===== src/rtl/conv_acc_pkg.sv =====
// ============================================================================
//  Module      : conv_acc_pkg
//  Description : Shared types and defaults for the convolution accumulator
//                sequencer (state encoding, job descriptor, default sizes).
//  Revision    : 1.0 - initial release
// ============================================================================
`default_nettype none

package conv_acc_pkg;

  localparam int unsigned AW_DEF  = 11;
  localparam int unsigned KN_DEF  = 9;
  localparam int unsigned LAT_DEF = 3;

  // Sequencer states; the controller mirrors these encodings in its localparams
  typedef enum logic [2:0] {
    ST_IDLE  = 3'd0,
    ST_WAIT  = 3'd1,
    ST_ISSUE = 3'd2,
    ST_RUN   = 3'd3,
    ST_DONE  = 3'd4
  } state_e;

  // Latched layer-tile job descriptor (addresses held at the default width)
  typedef struct packed {
    logic [AW_DEF-1:0] base1;
    logic [AW_DEF-1:0] base2;
    logic [7:0]        size;
    logic [7:0]        tiles;
  } desc_t;

endpackage

`default_nettype wire


===== src/rtl/conv_acc_ctrl_if.sv =====
// ============================================================================
//  Module      : conv_acc_ctrl_if
//  Description : Job descriptor, systolic-array handshake and accumulator
//                command bundle for conv_acc_ctrl.
//  Revision    : 1.0 - initial release
// ============================================================================
`default_nettype none

interface conv_acc_ctrl_if
  import conv_acc_pkg::*;
#(
  parameter int AW = AW_DEF
);
  logic          cfg_valid;
  logic          cfg_ready;
  logic [AW-1:0] cfg_base1;
  logic [AW-1:0] cfg_base2;
  logic [7:0]    cfg_size;
  logic [7:0]    cfg_tiles;
  logic          abort;
  logic          pe_valid;
  logic          pe_ack;
  logic          start;
  logic [AW-1:0] base1;
  logic [AW-1:0] base2;
  logic [7:0]    size;
  logic          first_k;
  logic          last_k;
  logic          busy;
  logic          done;

  modport master (
    output cfg_valid, cfg_base1, cfg_base2, cfg_size, cfg_tiles, abort, pe_valid,
    input  cfg_ready, pe_ack, start, base1, base2, size, first_k, last_k, busy, done
  );

  modport slave (
    input  cfg_valid, cfg_base1, cfg_base2, cfg_size, cfg_tiles, abort, pe_valid,
    output cfg_ready, pe_ack, start, base1, base2, size, first_k, last_k, busy, done
  );
endinterface

`default_nettype wire


===== src/rtl/conv_acc_ctrl.sv =====
// ============================================================================
//  Module      : conv_acc_ctrl
//  Description : Convolution accumulator sequencer. Walks KN kernel taps per
//                output tile, issuing one accumulator start per tap and
//                holding off until that block and the pipeline drain finish.
//  Revision    : 1.0 - initial release
// ============================================================================
`default_nettype none

module conv_acc_ctrl
  import conv_acc_pkg::*;
#(
  parameter int AW  = AW_DEF,
  parameter int KN  = KN_DEF,
  parameter int LAT = LAT_DEF
) (
  input  logic           clk,
  input  logic           rst_n,
  conv_acc_ctrl_if.slave bus
);

  localparam int TW = (KN > 1) ? $clog2(KN) : 1;

  localparam logic [2:0]    c_st_idle  = 3'(ST_IDLE);
  localparam logic [2:0]    c_st_wait  = 3'(ST_WAIT);
  localparam logic [2:0]    c_st_issue = 3'(ST_ISSUE);
  localparam logic [2:0]    c_st_run   = 3'(ST_RUN);
  localparam logic [2:0]    c_st_done  = 3'(ST_DONE);
  localparam logic [TW-1:0] c_last_tap = TW'(KN - 1);
  localparam logic [8:0]    c_drain    = 9'(LAT);

  logic [2:0]    r_state;
  logic [2:0]    w_next;
  desc_t         r_desc;
  logic [TW-1:0] r_tap;
  logic [7:0]    r_tile;
  logic [8:0]    r_cnt;
  logic [AW-1:0] r_off1;
  logic [AW-1:0] r_off2;

  logic          r_cfg_ready;
  logic          r_busy;
  logic          r_done;
  logic          r_start;
  logic [AW-1:0] r_base1;
  logic [AW-1:0] r_base2;
  logic [7:0]    r_size;
  logic          r_first_k;
  logic          r_last_k;

  logic w_accept;
  logic w_empty;
  logic w_last_tap;
  logic w_last_tile;
  logic w_run_end;

  assign w_accept    = (r_state == c_st_idle) && r_cfg_ready && bus.cfg_valid && !bus.abort;
  assign w_empty     = (r_desc.size == 8'd0) || (r_desc.tiles == 8'd0);
  assign w_last_tap  = (r_tap == c_last_tap);
  assign w_last_tile = (r_tile == (r_desc.tiles - 8'd1));
  assign w_run_end   = (r_cnt == 9'd0);

  // Next-state decode; a degenerate job is caught in WAIT from the latched descriptor
  always_comb begin
    w_next = r_state;
    case (r_state)
      c_st_idle:  if (w_accept) w_next = c_st_wait;
      c_st_wait: begin
        if (w_empty)           w_next = c_st_done;
        else if (bus.pe_valid) w_next = c_st_issue;
      end
      c_st_issue: w_next = c_st_run;
      c_st_run: begin
        if (w_run_end) w_next = (w_last_tap && w_last_tile) ? c_st_done : c_st_wait;
      end
      c_st_done:  w_next = c_st_idle;
      default:    w_next = c_st_idle;
    endcase
    if (bus.abort) w_next = c_st_idle;
  end

  // State register and status strobes, all registered from the next state
  always_ff @(posedge clk or negedge rst_n) begin
    if (!rst_n) begin
      r_state     <= c_st_idle;
      r_cfg_ready <= 1'b0;
      r_busy      <= 1'b0;
      r_start     <= 1'b0;
      r_done      <= 1'b0;
    end else begin
      r_state     <= w_next;
      r_cfg_ready <= (w_next == c_st_idle);
      r_busy      <= (w_next != c_st_idle);
      r_start     <= (w_next == c_st_issue);
      r_done      <= (w_next == c_st_done);
    end
  end

  // Descriptor latch, tap/tile walk, running address offsets and block outputs
  always_ff @(posedge clk or negedge rst_n) begin
    if (!rst_n) begin
      r_desc    <= '0;
      r_tap     <= '0;
      r_tile    <= '0;
      r_cnt     <= '0;
      r_off1    <= '0;
      r_off2    <= '0;
      r_base1   <= '0;
      r_base2   <= '0;
      r_size    <= '0;
      r_first_k <= 1'b0;
      r_last_k  <= 1'b0;
    end else if (bus.abort) begin
      r_tap  <= '0;
      r_tile <= '0;
      r_cnt  <= '0;
      r_off1 <= '0;
      r_off2 <= '0;
    end else begin
      case (r_state)
        c_st_idle: begin
          if (w_accept) begin
            r_desc.base1 <= AW_DEF'(bus.cfg_base1);
            r_desc.base2 <= AW_DEF'(bus.cfg_base2);
            r_desc.size  <= bus.cfg_size;
            r_desc.tiles <= bus.cfg_tiles;
            r_size       <= bus.cfg_size;
            r_tap        <= '0;
            r_tile       <= '0;
            r_off1       <= '0;
            r_off2       <= '0;
          end
        end
        c_st_wait: begin
          if (w_next == c_st_issue) begin
            r_base1   <= AW'(r_desc.base1) + r_off1;
            r_base2   <= AW'(r_desc.base2) + r_off2;
            r_first_k <= (r_tap == '0);
            r_last_k  <= w_last_tap;
          end
        end
        c_st_issue: r_cnt <= {1'b0, r_desc.size} + c_drain - 9'd1;
        c_st_run: begin
          if (!w_run_end) begin
            r_cnt <= r_cnt - 9'd1;
          end else if (w_next == c_st_wait) begin
            if (w_last_tap) begin
              r_tap  <= '0;
              r_tile <= r_tile + 8'd1;
              r_off1 <= '0;
              r_off2 <= r_off2 + AW'(r_desc.size);
            end else begin
              r_tap  <= r_tap + TW'(1);
              r_off1 <= r_off1 + AW'(r_desc.size);
            end
          end
        end
        default: ;
      endcase
    end
  end

  assign bus.cfg_ready = r_cfg_ready;
  assign bus.busy      = r_busy;
  assign bus.done      = r_done;
  assign bus.start     = r_start;
  assign bus.pe_ack    = r_start;
  assign bus.base1     = r_base1;
  assign bus.base2     = r_base2;
  assign bus.size      = r_size;
  assign bus.first_k   = r_first_k;
  assign bus.last_k    = r_last_k;

endmodule

`default_nettype wire

===== src/flat_wrapper.sv =====
// flat-port wrapper written by rule: the top's interface ports become plain ports
module conv_acc_ctrl_flat import conv_acc_pkg::*;
#(
  parameter int AW  = AW_DEF,
  parameter int KN  = KN_DEF,
  parameter int LAT = LAT_DEF
)
  (clk, rst_n, bus_cfg_valid, bus_cfg_base1, bus_cfg_base2, bus_cfg_size, bus_cfg_tiles, bus_abort, bus_pe_valid, bus_cfg_ready, bus_pe_ack, bus_start, bus_base1, bus_base2, bus_size, bus_first_k, bus_last_k, bus_busy, bus_done);
  conv_acc_ctrl_if #(.AW(AW)) bus_i ();
  input  logic clk;
  input  logic rst_n;
  input wire logic [$bits(bus_i.cfg_valid)-1:0] bus_cfg_valid;
  input wire logic [$bits(bus_i.cfg_base1)-1:0] bus_cfg_base1;
  input wire logic [$bits(bus_i.cfg_base2)-1:0] bus_cfg_base2;
  input wire logic [$bits(bus_i.cfg_size)-1:0] bus_cfg_size;
  input wire logic [$bits(bus_i.cfg_tiles)-1:0] bus_cfg_tiles;
  input wire logic [$bits(bus_i.abort)-1:0] bus_abort;
  input wire logic [$bits(bus_i.pe_valid)-1:0] bus_pe_valid;
  output wire logic [$bits(bus_i.cfg_ready)-1:0] bus_cfg_ready;
  output wire logic [$bits(bus_i.pe_ack)-1:0] bus_pe_ack;
  output wire logic [$bits(bus_i.start)-1:0] bus_start;
  output wire logic [$bits(bus_i.base1)-1:0] bus_base1;
  output wire logic [$bits(bus_i.base2)-1:0] bus_base2;
  output wire logic [$bits(bus_i.size)-1:0] bus_size;
  output wire logic [$bits(bus_i.first_k)-1:0] bus_first_k;
  output wire logic [$bits(bus_i.last_k)-1:0] bus_last_k;
  output wire logic [$bits(bus_i.busy)-1:0] bus_busy;
  output wire logic [$bits(bus_i.done)-1:0] bus_done;
  assign bus_i.cfg_valid = bus_cfg_valid;
  assign bus_i.cfg_base1 = bus_cfg_base1;
  assign bus_i.cfg_base2 = bus_cfg_base2;
  assign bus_i.cfg_size = bus_cfg_size;
  assign bus_i.cfg_tiles = bus_cfg_tiles;
  assign bus_i.abort = bus_abort;
  assign bus_i.pe_valid = bus_pe_valid;
  assign bus_cfg_ready = bus_i.cfg_ready;
  assign bus_pe_ack = bus_i.pe_ack;
  assign bus_start = bus_i.start;
  assign bus_base1 = bus_i.base1;
  assign bus_base2 = bus_i.base2;
  assign bus_size = bus_i.size;
  assign bus_first_k = bus_i.first_k;
  assign bus_last_k = bus_i.last_k;
  assign bus_busy = bus_i.busy;
  assign bus_done = bus_i.done;
  conv_acc_ctrl #(.AW(AW), .KN(KN), .LAT(LAT)) u_core (.clk(clk), .rst_n(rst_n), .bus(bus_i));
endmodule

===== config.mk =====
export PLATFORM = sky130hd
export DESIGN_NAME = conv_acc_ctrl_flat
export DESIGN_NICKNAME = d
export VERILOG_FILES = /design/src/rtl/conv_acc_pkg.sv /design/src/rtl/conv_acc_ctrl_if.sv /design/src/rtl/conv_acc_ctrl.sv /design/src/flat_wrapper.sv
export SDC_FILE = /design/constraint.sdc
export NUM_CORES = 1
export LEC_CHECK = 0
export CAP_MARGIN = 20
export CORE_MARGIN = 1
export CORE_UTILIZATION = 45
export CTS_CLUSTER_DIAMETER = 30
export DETAILED_ROUTE_END_ITERATION = 16
export PLACE_DENSITY = 0.67
export SYNTH_ARGS = -nofsm -noshare
export SYNTH_HDL_FRONTEND = slang
export SYNTH_SLANG_ARGS = --single-unit

===== constraint.sdc =====
create_clock -name clk -period 2.9 [get_ports clk]
set_input_delay 0.29 -clock clk [delete_from_list [all_inputs] [get_ports clk]]
set_output_delay 0.29 -clock clk [all_outputs]
set_load 0.1 [all_outputs]

; ---- Yosys cells after proc, flatten, opt, wreduce, memory -nomap -nowiden
; Cells that the tools add are included.
[totals]
reg_bits = 112
inputBits = 43
wordCells = 95
[op_classes]
n_addsub = 10
n_eq_ne = 13
muxes = 33
bitwise = 1
reduce_logical = 20
[ops]
columns = operator, count
row1 = 11-bit two-way mux, 9
row2 = 11-bit case mux with 2 select lines, 2
row3 = 8-bit two-way mux, 5
row4 = 11-bit adder, 2
row5 = 11-bit by 8-bit adder with 11-bit output, 2
row6 = 4-bit two-way mux, 5
row7 = 3-bit two-way mux, 6
row8 = 9-bit two-way mux, 2
row9 = 9-bit case mux with 2 select lines, 1
row10 = 9-bit by 1-bit subtractor with 9-bit output (second input constant), 2
row11 = 8-bit logical NOT, 2
row12 = 8-bit case mux with 2 select lines, 1
row13 = 3-bit by 2-bit != test with 1-bit output (second input constant), 4
row14 = 3-bit case mux with 4 select lines, 1
row15 = 8-bit by 2-bit adder with 9-bit output (second input constant), 1
row16 = 3-bit by 2-bit == test with 1-bit output (second input constant), 3
row17 = 9-bit logical NOT, 1
row18 = 3-bit nonzero test, 3
row19 = 8-bit by 1-bit adder with 8-bit output (second input constant), 1
row20 = 8-bit == test, 1
row21 = 4-bit case mux with 2 select lines, 1
row22 = 8-bit by 1-bit subtractor with 8-bit output (second input constant), 1
row23 = 3-bit by 1-bit == test with 1-bit output (second input constant), 2
row24 = 3-bit logical NOT, 2
row25 = other kinds (13), 17

; ---- Longest topological paths before layout
[depth]
depth_word = 12
mapped_depth = 10

; ---- Worst setup path after synthesis
; OpenSTA, ideal clock, no wires.
[synth_path]
path_type = register to register
start = register u_core.r_cfg_ready, in the netlist u_core.bus.cfg_ready
end = register u_core.r_size[4], in the netlist u_core.bus.size[4]
arrival_ns = 2.549
required_ns = 2.775
setup_slack_ns = 0.226
path_stages_with_launch = 5
n_path_buf = 1
period_less_slack_ns = 2.674
cell_sequence = dfrtp_1 nand4bb_1 nor3_1 clkbuf_1 mux2_2
[synth_via]
elab_chain_cells = 4
[synth_lines]
columns = item, line
row1 = from (decl), conv_acc_ctrl.sv:41  ; logic r_cfg_ready;
row2 = from (signal assigned), conv_acc_ctrl.sv:92  ; r_cfg_ready <= (w_next == c_st_idle);
row3 = 1-bit logical AND (3 in series), conv_acc_ctrl.sv:57  ; assign w_accept = (r_state == c_st_idle) && r_cfg_ready && bus.cfg_valid && !bus.abort;
row4 = 3-bit AND reduction (no line), -
row5 = to (signal assigned), conv_acc_ctrl.sv:127  ; r_size <= bus.cfg_size;
row6 = to (decl), conv_acc_ctrl.sv:47  ; logic [7:0] r_size;
; No other way between the ends.
; A chain may end at the register's enable or synchronous reset.

; ---- Worst setup path after layout
[layout_path]
start = register u_core.r_cnt[0]
end = register u_core.r_tile[6]
[layout_via]
elab_chain_cells = 7
word_cells_on_any_way = 8
[layout_lines]
columns = item, line
row1 = from (decl), conv_acc_ctrl.sv:37  ; logic [8:0] r_cnt;
row2 = from (signal assigned), conv_acc_ctrl.sv:142  ; c_st_issue: r_cnt <= {1'b0, r_desc.size} + c_drain - 9'd1;
row3 = from (signal assigned), conv_acc_ctrl.sv:145  ; r_cnt <= r_cnt - 9'd1;
row4 = 9-bit logical NOT (*), conv_acc_ctrl.sv:61  ; assign w_run_end = (r_cnt == 9'd0);
row5 = 3-bit two-way mux, conv_acc_ctrl.sv:74  ; if (w_run_end) w_next = (w_last_tap && w_last_tile) ? c_st_done : c_st_wait;
row6 = 3-bit case mux with 4 select lines, conv_acc_ctrl.sv:66  ; case (r_state)
row7 = 3-bit two-way mux, conv_acc_ctrl.sv:79  ; if (bus.abort) w_next = c_st_idle;
row8 = 3-bit by 1-bit == test with 1-bit output, conv_acc_ctrl.sv:146  ; end else if (w_next == c_st_wait) begin
row9 = 3-bit by 2-bit != test with 1-bit output (no line), -
row10 = 5-bit AND reduction (no line) (*), -
row11 = to (signal assigned), conv_acc_ctrl.sv:149  ; r_tile <= r_tile + 8'd1;
row12 = to (decl), conv_acc_ctrl.sv:36  ; logic [7:0] r_tile;
; Mark *: on every way between the ends. The rest lies on a longest branch, timed or not.

==> results.md <==
- Status: complete, but fails checks
- Violated checks: negative hold slack
- Final WS setup: 167 ps
- Global-route wire length before repair: 25,700 um
- Level count of the clock H-tree: 3
- Clock-pin slew on the worst setup and hold paths: 80 ps
- Die X-Extent: 123 um
- I/O pin count: 80
- Post-Route Utilization: 55.8%
- Number of synthesis warnings: 0
- Length of the first detailed-routing pass in iterations: 5
- TritonCTS clock tree: yes
- Worst Tran Pin Value: 761 ps
- Insertion delay to the later sink of the worst-skew pair: 370 ps
- WL final: 15,800 um
- Worst Path Buf+Inv: 1
- Largest net degree at the start of global routing: 57
- Crit path max fanout: 5
- Detailed Place HPWL: 11,800 um
- Launching point of the worst reg2reg path: u_core.r_cnt[0]$_DFFE_PN0P_
- Via total after detailed routing: 5,409
- Synth Cell Area: 6590 sq um
- Post-route fraction of the period consumed by the critical path: 94.3%
- Sum of internal, switching and leakage power: 6.55 mW
- GPL Wtd Cong: 0.862
- Synth top area cells: dfrtp_1, ha_1, mux2_2, o21ai_0, nand2_1
- Register bit total from synthesis: 112
- Inst Count DP: 930
- Max Transition Viols Final: 0
- Class of the worst hold path: input port to async pin
- Overflow after GRT: 0
- Final min period: 2730 ps
- Synthesized netlist net count: 769
- Post-DR wirelength/cell: 16.7 um
- Fin area: 7860 sq um
- Hold slack: -9.80 ps
- Post-route ant nets: 0
- Reg2reg end: u_core.r_tile[6]$_DFFE_PN0P_
- Number of DRC markers after the initial detailed-route iteration: 459
- Signal arrival time at the worst endpoint: 2980 ps
- Fraction of the yosys area taken by sequential cells: 42.5%
- Gate count of the mapped netlist: 679
- Reported max-cap violation count: 0
- Via count of the first global-routing pass: 5,271
- DRC violation count after routing: 0
- Nets: 851
- Main synth FF type: dfrtp_1
- Async SR Flop Fraction: 100%
- Launching instance or port of the critical path: u_core.r_cnt[0]$_DFFE_PN0P_
- Cell taking the most area after synthesis: dfrtp_1
- Leading cell types by count after synthesis: dfrtp_1, nand2_1, o21ai_0
- Slack of the worst reg-to-reg path: 170 ps
- R2R cell count: 9
- Row Count: 43
- Fraction of final layout cells sized beyond drive strength 1: 16.4%
- Port-buffer cells: 79
- Number of enable-type register cells in the synthesized netlist: 0
- Number of buffers added to fix hold violations after cts: 0
- Die Area: 15,100 sq um
- CTS Buf Count: 9
- Fraction of post-synthesis cell area in the top cell type by area: 42.5%
- Critical Path, Cell by Cell: inv_1 > ha_1 > or4b_4 > nor3_4 > and2_1 > a31oi_1 > a21oi_1 > nand2_1 > o41ai_1
- Maximum clock frequency: 366 MHz
- CP Capture Point: u_core.r_tile[6]$_DFFE_PN0P_
- Area Overhead vs Synth: 19.3%
- Global-route usage over all layers: 22.2%
- Diodes inserted: 0
- Core area: 14,100 sq um
- Die height: 123 um
- Crit path max-delay family: simple AND/OR/NAND/NOR gates
- Maximum count of clock buffers along a single path: 2
- Leakage Power: 3.46 nW
- Worst rel slew slack: 49.3%
- Critical path startpoint category: flip-flop
- Required time worst endpoint: 3150 ps
- CP Capture Type: flip-flop
- Most common cell in the synthesized netlist: dfrtp_1
- Clock Root Buffer: clkbuf_16
- VDD IR max: 0.000445 V
- Cell area after placement: 7550 sq um
- Number of library cell types mapped by synthesis: 58
- Number of failing hold endpoints at the final stage: 7
- Type of the worst setup path: flip-flop to flip-flop
- Final setup violation count: 0
- Ratio of total power to cell area: 833 nW/um^2
- Final worst clock skew: 12.2 ps
- Worst setup timing slack at the placement stage: 152 ps
- Syn avg cell area: 9.71 sq um
- Average via count per standard cell: 5.72
- Clock sink count: 112
- Effective utilization at floorplan: 46.8%
- Finished Layout Cells: 946
- Cell count along the critical path: 9
- Critical-path cell with the highest stage delay: or4b_4
- Worst stage delay on the critical path: 510 ps
- Setup TNS: 0 ps
- Antenna violations before repair: 0
worst reg2reg max path, stage by stage, from the launching register on:
cell and delay, ps:
dfrtp_1 410, inv_1 70, ha_1 170, or4b_4 510, nor3_4 200, and2_1 170
a31oi_1 130, a21oi_1 310, nand2_1 210, o41ai_1 430
how the worst min path moves through the flow:
stage,endpoint
after floorplan,u_core.bus.base1[0]$_DFFE_PN0P_
after global placement,u_core.r_desc[33]$_DFFE_PN0P_
after detailed placement,u_core.r_desc[32]$_DFFE_PN0P_
after CTS,u_core.r_off1[2]$_DFFE_PN0P_
after global routing,u_core.r_desc[33]$_DFFE_PN0P_
final,u_core.r_off1[2]$_DFFE_PN0P_
registers in the layout (all words and copies together), names as in the netlist, 3 cells and up:
register          count
u_core.r_desc        30
u_core.bus.base1     11
u_core.r_tile         8
u_core.bus.base2     11
u_core.bus.size       8
u_core.r_off2        11
u_core.r_tap          4
u_core.r_off1        11
u_core.r_state        3
u_core.r_cnt          9
power by group:
part           switching, mW  internal, mW  leakage (nW)  total, mW
Combinational           2.20         0.872          1.87       3.08
Clock                  0.644         0.606         0.145       1.25
Sequential             0.331          1.89          1.45       2.22
Total                   3.18          3.37          3.46       6.55
cell usage in the layout (no fill, tap or decap), types with 8 or more instances in the layout:
master,count
o31ai_1,14
nand2_1,76
xor2_1,17
nor3_1,10
nand3_1,25
o21a_1,10
dfrtp_1,112
a21o_1,8
a21oi_1,36
xnor2_1,25
nor2_1,33
o21ai_0,60
nor4_1,10
mux2_2,35
clkdlybuf4s50_1,41
inv_1,27
ha_1,43
buf_4,58
clkbuf_16,9
nand2b_1,10
kinds of logic after synthesis:
kind of cell | count (synthesis) | share of synthesized area [%]
and+or+nand+nor | 204 | 15.3
AOI/OAI and AO/OA | 181 | 17.2
DFF | 112 | 42.5
buffers and inverters | 57 | 3.87
adders and majority gates | 47 | 9.38
xor gates and xnor gates | 42 | 5.58
muxes | 36 | 6.13
repair_timing:
action,in CTS,in global routing
resized for setup,0,5
setup endpoints to repair,0,14
buffers inserted,0,0
per-layer routing:
layer	share of wire (%)	routed length, um	global-route usage, %
met1	43	6840	28.3
met2	50	7880	37.9
met3	5.1	800	3.64
met4	2.0	313	7.91
met5	0	0	0
cell type report:
cell class              count  area, sq um
inverters                  27          101
multi-input cells         510         3560
clock inverters             7         62.6
flip-flops and latches    112         2800
repair buffers            101          886
clock buffers               9          225
fillers                  1254         6240
well taps                 180          225
Power figures use the tool's default switching activity.
